`src/rtl/int_accum_pkg.sv`:
```
`default_nettype none
// ============================================================================
// Module      : int_accum_pkg
// Description : Shared widths, opcode/format encodings and result record for
//               the integer accumulator stage.
// Revision    : 1.0 - initial release
// ============================================================================
package int_accum_pkg;

  localparam int XLEN = 32;

  // Operation encodings carried on in_op.
  localparam logic [1:0] OP_LOAD  = 2'b00;
  localparam logic [1:0] OP_ADD   = 2'b01;
  localparam logic [1:0] OP_SUB   = 2'b10;
  localparam logic [1:0] OP_CLEAR = 2'b11;

  // Operand formats carried on in_fmt; 2'b11 behaves as W32.
  localparam logic [1:0] FMT_U16 = 2'b00;
  localparam logic [1:0] FMT_S16 = 2'b01;
  localparam logic [1:0] FMT_W32 = 2'b10;

  // One buffered output: accumulator value after the op plus overflow flag.
  typedef struct packed {
    logic [XLEN-1:0] value;
    logic            ovf;
  } result_t;

endpackage : int_accum_pkg
`default_nettype wire

```
`src/rtl/int_accum_fifo.sv`:
```
`default_nettype none
// ============================================================================
// Module      : int_accum_fifo
// Description : Show-ahead result FIFO. The head entry is presented on
//               o_data whenever non-empty and forced to zero when empty.
//               Pops on empty are ignored; push+pop when full is allowed.
// Revision    : 1.0 - initial release
// ============================================================================
module int_accum_fifo
  import int_accum_pkg::*;
#(
  parameter int DEPTH = 2
) (
  input  logic                         clk,
  input  logic                         rst,
  input  logic                         i_push,
  input  result_t                      i_data,
  input  logic                         i_pop,
  output result_t                      o_data,
  output logic [$clog2(DEPTH+1)-1:0]   o_count
);

  localparam int PW = (DEPTH > 1) ? $clog2(DEPTH) : 1;
  localparam int CW = $clog2(DEPTH + 1);
  localparam logic [PW-1:0] c_LAST = PW'(DEPTH - 1);
  localparam logic [CW-1:0] c_FULL = CW'(DEPTH);

  result_t       r_mem [DEPTH];
  logic [PW-1:0] r_wptr;
  logic [PW-1:0] r_rptr;
  logic [CW-1:0] r_count;

  logic w_empty;
  logic w_do_pop;
  logic w_do_push;

  assign w_empty   = (r_count == '0);
  assign w_do_pop  = i_pop && !w_empty;
  // A push into a full buffer is only accepted when a pop frees the slot.
  assign w_do_push = i_push && ((r_count != c_FULL) || w_do_pop);

  // Storage write; contents need no reset because the head is masked when empty.
  always_ff @(posedge clk) begin
    if (w_do_push) begin
      r_mem[r_wptr] <= i_data;
    end
  end

  // Pointer and occupancy bookkeeping with wrap at DEPTH (any depth, not just 2^n).
  always_ff @(posedge clk or posedge rst) begin
    if (rst) begin
      r_wptr  <= '0;
      r_rptr  <= '0;
      r_count <= '0;
    end else begin
      if (w_do_push) begin
        r_wptr <= (r_wptr == c_LAST) ? '0 : r_wptr + 1'b1;
      end
      if (w_do_pop) begin
        r_rptr <= (r_rptr == c_LAST) ? '0 : r_rptr + 1'b1;
      end
      case ({w_do_push, w_do_pop})
        2'b10:   r_count <= r_count + 1'b1;
        2'b01:   r_count <= r_count - 1'b1;
        default: r_count <= r_count;
      endcase
    end
  end

  assign o_data  = w_empty ? '0 : r_mem[r_rptr];
  assign o_count = r_count;

endmodule : int_accum_fifo
`default_nettype wire

```
`src/rtl/int_accum.sv`:
```
`default_nettype none
// ============================================================================
// Module      : int_accum
// Description : Two-stage 32-bit integer accumulator. Stage 1 registers the
//               zero/sign-extended operand; stage 2 applies LOAD/ADD/SUB/CLEAR
//               to the accumulator and pushes {result, overflow} into a
//               credit-controlled show-ahead output buffer.
// Revision    : 1.0 - initial release
// ============================================================================
module int_accum
  import int_accum_pkg::*;
#(
  parameter int OUT_DEPTH = 2
) (
  input  logic            clk,
  input  logic            rst,
  input  logic            in_valid,
  output logic            in_ready,
  input  logic [1:0]      in_op,
  input  logic [1:0]      in_fmt,
  input  logic [XLEN-1:0] in_data,
  output logic            out_valid,
  input  logic            out_ready,
  output logic [XLEN-1:0] out_result,
  output logic            out_ovf,
  output logic [XLEN-1:0] acc
);

  localparam int CW = $clog2(OUT_DEPTH + 1);
  localparam logic [CW:0] c_DEPTH = (CW+1)'(OUT_DEPTH);

  logic [XLEN-1:0] w_opnd;
  logic            w_accept;

  logic            r_s1_valid;
  logic [1:0]      r_s1_op;
  logic [XLEN-1:0] r_s1_opnd;

  logic [XLEN-1:0] r_acc;
  logic [XLEN-1:0] w_sum;
  logic [XLEN-1:0] w_diff;
  logic [XLEN-1:0] w_new;
  logic            w_ovf;

  result_t         w_push_data;
  result_t         w_head;
  logic [CW-1:0]   w_count;
  logic [CW:0]     w_credits;

  assign w_accept = in_valid && in_ready;

  // Operand extension to integer width; unknown format 2'b11 acts as W32.
  always_comb begin
    w_opnd = in_data;
    case (in_fmt)
      FMT_U16: w_opnd = {{(XLEN-16){1'b0}}, in_data[15:0]};
      FMT_S16: w_opnd = {{(XLEN-16){in_data[15]}}, in_data[15:0]};
      default: w_opnd = in_data;
    endcase
  end

  // Stage 1: capture the accepted operation and its extended operand.
  always_ff @(posedge clk or posedge rst) begin
    if (rst) begin
      r_s1_valid <= 1'b0;
      r_s1_op    <= OP_LOAD;
      r_s1_opnd  <= '0;
    end else begin
      r_s1_valid <= w_accept;
      if (w_accept) begin
        r_s1_op   <= in_op;
        r_s1_opnd <= w_opnd;
      end
    end
  end

  assign w_sum  = r_acc + r_s1_opnd;
  assign w_diff = r_acc - r_s1_opnd;

  // Stage 2 execute: new accumulator value and signed-overflow detection.
  always_comb begin
    w_new = r_acc;
    w_ovf = 1'b0;
    case (r_s1_op)
      OP_LOAD: begin
        w_new = r_s1_opnd;
      end
      OP_ADD: begin
        w_new = w_sum;
        w_ovf = (r_acc[XLEN-1] == r_s1_opnd[XLEN-1]) &&
                (w_sum[XLEN-1] != r_acc[XLEN-1]);
      end
      OP_SUB: begin
        w_new = w_diff;
        w_ovf = (r_acc[XLEN-1] != r_s1_opnd[XLEN-1]) &&
                (w_diff[XLEN-1] != r_acc[XLEN-1]);
      end
      default: begin
        w_new = '0;
      end
    endcase
  end

  // Architectural accumulator: reads its own current value, so dependent
  // back-to-back operations need no forwarding.
  always_ff @(posedge clk or posedge rst) begin
    if (rst) begin
      r_acc <= '0;
    end else if (r_s1_valid) begin
      r_acc <= w_new;
    end
  end

  assign w_push_data.value = w_new;
  assign w_push_data.ovf   = w_ovf;

  int_accum_fifo #(
    .DEPTH (OUT_DEPTH)
  ) u_fifo (
    .clk     (clk),
    .rst     (rst),
    .i_push  (r_s1_valid),
    .i_data  (w_push_data),
    .i_pop   (out_ready),
    .o_data  (w_head),
    .o_count (w_count)
  );

  // Credit check: the op in stage 1 has a reserved slot, so stage 2 never
  // stalls. Uses registered state only, so out_ready has no path to in_ready.
  assign w_credits = {1'b0, w_count} + {{CW{1'b0}}, r_s1_valid};
  assign in_ready  = (w_credits < c_DEPTH);

  assign out_valid  = (w_count != '0);
  assign out_result = w_head.value;
  assign out_ovf    = w_head.ovf;
  assign acc        = r_acc;

endmodule : int_accum
`default_nettype wire
```
`config.mk`:
```
export PLATFORM = sky130hd
export DESIGN_NAME = int_accum
export DESIGN_NICKNAME = d
export VERILOG_FILES = /design/src/rtl/int_accum_pkg.sv /design/src/rtl/int_accum_fifo.sv /design/src/rtl/int_accum.sv
export SDC_FILE = /design/constraint.sdc
export NUM_CORES = 1
export LEC_CHECK = 0
export ABC_AREA = 1
export BUFFER_PORTS_ARGS = -buffer_cell sky130_fd_sc_hd__buf_2
export CORE_ASPECT_RATIO = 0.7
export CORE_MARGIN = 5
export CORE_UTILIZATION = 25
export DETAILED_ROUTE_END_ITERATION = 6
export PLACE_DENSITY = 0.45
export SLEW_MARGIN = 30
export SYNTH_ARGS = -nofsm -noshare
export SYNTH_HDL_FRONTEND = slang
export SYNTH_SLANG_ARGS = --single-unit
```
`constraint.sdc`:
```
create_clock -name clk -period 3 [get_ports clk]
set_input_delay 0.9 -clock clk [delete_from_list [all_inputs] [get_ports clk]]
set_output_delay 0.9 -clock clk [all_outputs]
set_load 0.01 [all_outputs]
```
### Word-level counts from Yosys, hierarchy flattened

Memories as Yosys holds them, arrays and structs flattened.
Cells that the tools add are included.

* flip-flop bits (word level): 71
* memory bits (writable): 66
* word-level logic and storage cells: 47
* input port bits: 40
* memories kept: 1
* output and inout port bits: 67

Memory list
* u_fifo.r_mem: depth 2, width 33, read ports 1, clocked after memory_dff 0, write ports 1, line int_accum_fifo.sv:28 `result_t r_mem [DEPTH];`

* mux-type cells: 9
* add/subtract/negate cells: 7
* eq/ne operators: 10
* order comparisons: 1
* reduce and logical (&&, ||, !) cells: 12

Operator list (count)
* 32-bit case mux with 3 select lines: 1
* 32-bit case mux with 2 select lines: 1
* 33-bit two-way mux: 1
* 32-bit adder: 1
* 32-bit subtractor: 1
* 2-bit by 1-bit equality test with 1-bit output, second input constant: 3
* 2-bit logical NOT: 3
* 1-bit logical AND: 5
* 2-bit equality test, second input constant: 2
* 1-bit two-way mux: 4
* 2-bit case mux with 2 select lines: 1
* 2-bit nonzero test: 2
* 2-bit by 1-bit adder with 3-bit output: 1
* 3-bit by 2-bit less-than comparator with 1-bit output, second input constant: 1
* 1-bit != test: 3
* 1-bit adder, second input constant: 2
* 2-bit by 1-bit adder with 2-bit output, second input constant: 1
* 2-bit != test, second input constant: 1
* 1-bit case mux with 2 select lines: 1
* 2-bit by 1-bit subtractor with 2-bit output, second input constant: 1
* 1-bit equality test: 1
* 1-bit logical NOT: 1
* 1-bit logical OR: 1

### Logic depth before layout (Yosys ltp)

* word-level depth: 7
* mapped depth: 18
* depth with buffers taken out: 17

### Modules after synthesis

From an unflattened synthesis, not the netlist that was laid out.

* cell total of the unflattened synthesis: 1686
* area total of the unflattened synthesis: 11124.4 um2

By module, submodules not included
* int_accum: times used 1, cells an instance 1479, area an instance 8374.3 um2, seq. area each 1676.6 um2
* int_accum_fifo: times used 1, cells an instance 207, area an instance 2750.1 um2, seq. area each 2082.0 um2

### Worst setup path after synthesis

OpenSTA, ideal clock, no wires.

* path type: input -> register
* start point: in out_ready
* end point: mem u_fifo.r_mem[1][0] (netlist bit), enable pin
* library setup time: 0.425 ns
* data arrival time: 2.516 ns
* path slack: 0.059 ns
* data required time: 2.575 ns
* stages on the path: 4
* cell sequence: nor2_1 -> nand2_1 -> nand2_1 -> nor2_1

* cells in the longest elaborated chain, start to end: 5

Ends and longest elaborated chain
* from (decl): line int_accum.sv:23 `input logic out_ready,`
* 1-bit logical AND: line int_accum_fifo.sv:38 `assign w_do_pop = i_pop && !w_empty;`
* 1-bit logical OR: line int_accum_fifo.sv:40 `assign w_do_push = i_push && ((r_count != c_FULL) || w_do_pop);`
* 1-bit logical AND: line int_accum_fifo.sv:40
* 1-bit two-way mux: line int_accum_fifo.sv:44 `if (w_do_push) begin`
* 1-bit two-way mux (implied by the code): line int_accum_fifo.sv:45 `r_mem[r_wptr] <= i_data;`
* to (decl): line int_accum_fifo.sv:28

No other way between the ends.

==> flow_summary.ini <==
[grt]
antenna_found_initial = 0
grt_usage_pct = 17.9
grt_pass1_vias = 10119
grt_pass1_wl_mm = 64.6
grt_max_degree = 49
grt_remaining_overflow = 0

[final_layout]
area_delta_synth_final_pct = 17.8
final_util_pct = 30.0
nets = 1888
drive_gt1_share_pct = 10.9
finalInstanceArea_mm2 = 0.0128

[placed_design]
detailed_place_hpwl_mm = 34.2
post_dp_cell_area_mm2 = 0.0121
gp_congestion = 0.920
place_ws_ns = 0.118
port_buffers = 106

[drt]
wl_mm = 43.2
drc_errors = 0
vias = 10989
drt_pass1_iterations = 6
wire_per_inst_um = 18.4
viasPerCell = 4.68
final_antenna_net_count = 0
drtIter0Drc = 947

[setup_path]
cp.required_ns = 3.18
max_stage_delay_ns = 0.48
crit_type = reg -> reg
rr_startpoint = r_s1_opnd[2]
r2r_slack_ns = 0.16
critPathLaunch = r_s1_opnd[2]
critical_path_arrival_ns = 3.02
critPathSlowestCell = ha_1
startpoint_type = flip-flop
path_cells = inv_1, ha_1, inv_1, a21oi_2, nand2_1, nand2_1, nand2_1, nand2_1, nand2_1, nand2_1, nand3_1, nand3_1, a31oi_1, buf_4
crit_path_frequent_cell = nand2_1
worstSetupEndpointType = flip-flop
cp_max_fo = 10

[logic_synthesis]
ys_types = 39
synth_area_leaders = nand2_1 (22%), edfxtp_1 (18%), dfrtp_1 (16%), inv_1 (9.6%), ha_1 (7.6%)
yosysSeqAreaShare_pct = 34.7
avgSynthCellArea_um2 = 6.46
yosys.area.top_type = nand2_1
synth_area_mm2 = 0.0108
syn_nets = 1785
synth_top_area_share_pct = 22.4
synthCells = 1677
synth_warnings = 0
synth-seq-cells = 137

[outcome]
status = finished, final reports clean

[timing]
layout_worst_path_cycle_share_pct = 94.6
finalWorstSetupSlack_ns = 0.162
hold_viol_final = 0
fin_skew_ns = 0.0212
relSlewSlack_pct = 56.1
slew_violations = 0
setup_viol_count_final = 0
finalSetupTns_ns = 0
period_minus_slack_ns = 2.84
clock.fmax_ghz = 0.352
rsz0062_at_grt = no
tightest_slew_ns = 0.658

[clocking]
htreeDepth = 4
clkSinkCount = 137
cts_root_buf = clkbuf_16
cts_tree = yes
ctsHoldBuffers = 0
cts.path.max_buffers = 2
clkTransAtPathRegs_ns = 0.08
clock_latency_ns = 0.44
numCtsBuffers = 17

[floorplan]
ioPinCount = 107
die_w_um = 259
start_util_pct = 25.4
core_mm2 = 0.0426
rows = 63
die_h_um = 184
die_area_mm2 = 0.0477

[hold_path]
hp-class = in -> async

[flow_run]
maxCapViolations = 0

[pwr]
ir_drop_v = 0.000486
powerDensity_mw_per_mm2 = 1390
p_leak_nw = 6.85
power.total_w = 0.0177
==> Yosys cell counts, drive strengths merged <==
library cell and number:
and2 1, buf 32, a31oi 14, a21oi 80
nor4 4, and3 3, clkinv 2, o21a 1
nand3 132, a21boi 12, nand2 648, edfxtp 66
o21bai 10, xor2 2, fa 2, clkbuf 31
nand4 13, a21o 3, nand3b 3, o221ai 3
inv 280, nor3 11, a221oi 1, ha 66
o21ai 76, o211ai 2, nor2 108, dfrtp 71
==> state kept, by name (all words and copies together), names as in the netlist <==
signal	cells
acc	32
r_s1_op	2
r_s1_opnd	32
r_s1_valid	1
u_fifo.o_count	2
u_fifo.r_mem	66
u_fifo.r_rptr	1
u_fifo.r_wptr	1
==> final timing paths <==
kind	endpoint	depth (start not counted)
worst max-delay path	u_fifo.r_mem[1][24]	14
worst min-delay path	acc[27]	2
worst min register to register	acc[4]	2
max in group asynchronous	r_s1_opnd[6]	3
min in group clk	acc[4]	2
worst max register to register	u_fifo.r_mem[1][24]	14
==> per-layer routing <==
| layer | routed length, um | vias to the layer above | GRT usage, % |
|---|---|---|---|
| li1 | - | 5471 | - |
| met3 | 2530 | 21 | 2.78 |
| met1 | 23000 | 5219 | 28.9 |
| met4 | 342 | 0 | 2.51 |
| met5 | 0 | - | 0 |
| met2 | 17300 | 278 | 25.4 |
==> kinds of logic after synthesis <==
| group | after synthesis | share of synthesized area, % |
|---|---|---|
| and+or+nand+nor | 923 | 34.4 |
| buffers and inverters | 345 | 12.4 |
| AOI/OAI and AO/OA | 202 | 10.3 |
| DFF | 137 | 34.7 |
| adders and majority gates | 68 | 7.99 |
| xor gates and xnor gates | 2 | 0.162 |
==> area by class of cell <==
| type | instances | area [um^2] |
|---|---|---|
| fill | 4729 | 29800 |
| multi-input combinational | 1195 | 5780 |
| sequential | 137 | 3760 |
| inverter | 282 | 1060 |
| timing repair buffer | 147 | 888 |
| tap | 552 | 691 |
| clock buffer | 19 | 433 |
| clock inverter | 13 | 145 |
| antenna | 1 | 2.50 |
==> power by group <==
part           internal (W)  total [W]  switching (W)
sequential          0.00312    0.00364       0.000513
clock               0.00124    0.00220       0.000962
combinational       0.00348     0.0119        0.00842
total               0.00784     0.0177        0.00989
==> per-stage QoR <==
step | instances | hold WS [ns]
after floorplan | 1677 | 0.485
after global placement | 2313 | 0.532
after detailed placement | 2313 | 0.540
after CTS | 2345 | 0.479
after global routing | 2345 | 0.509
final | 2346 | 0.468
==> cell usage in the layout (no fill, tap or decap), types with 4 or more instances in the layout <==
| cell type | netlist | final |
|---|---|---|
| dfrtp_1 | 71 | 71 |
| nand3_1 | 129 | 127 |
| buf_2 | 24 | 106 |
| nand4_1 | 13 | 13 |
| ha_1 | 66 | 66 |
| inv_6 | 0 | 4 |
| nand2_1 | 647 | 647 |
| nor2_1 | 107 | 104 |
| inv_1 | 278 | 276 |
| nor3_1 | 11 | 11 |
| a21oi_1 | 78 | 78 |
| nand3_2 | 3 | 5 |
| edfxtp_1 | 66 | 66 |
| o21ai_0 | 75 | 75 |
| a31oi_1 | 14 | 13 |
| buf_12 | 0 | 4 |
| clkbuf_16 | 0 | 17 |
| nor4_1 | 4 | 4 |
| a21boi_0 | 11 | 11 |
| o21bai_1 | 10 | 10 |
| buf_4 | 4 | 37 |
==> critical path: cells and delay by family, from the launching register on <==
kind / cells / cell delay, ns
simple gates: 8 / 1.04
fa+ha+maj: 1 / 0.48
buf+inv: 3 / 0.42
flops: 1 / 0.36
compound gates: 2 / 0.28
==> repair_timing <==
action / CTS / global route
gates resized for setup: 0 / 5
buffers inserted: 0 / 0
endpoints found under the setup margin: 0 / 8
Power figures use the tool's default switching activity.
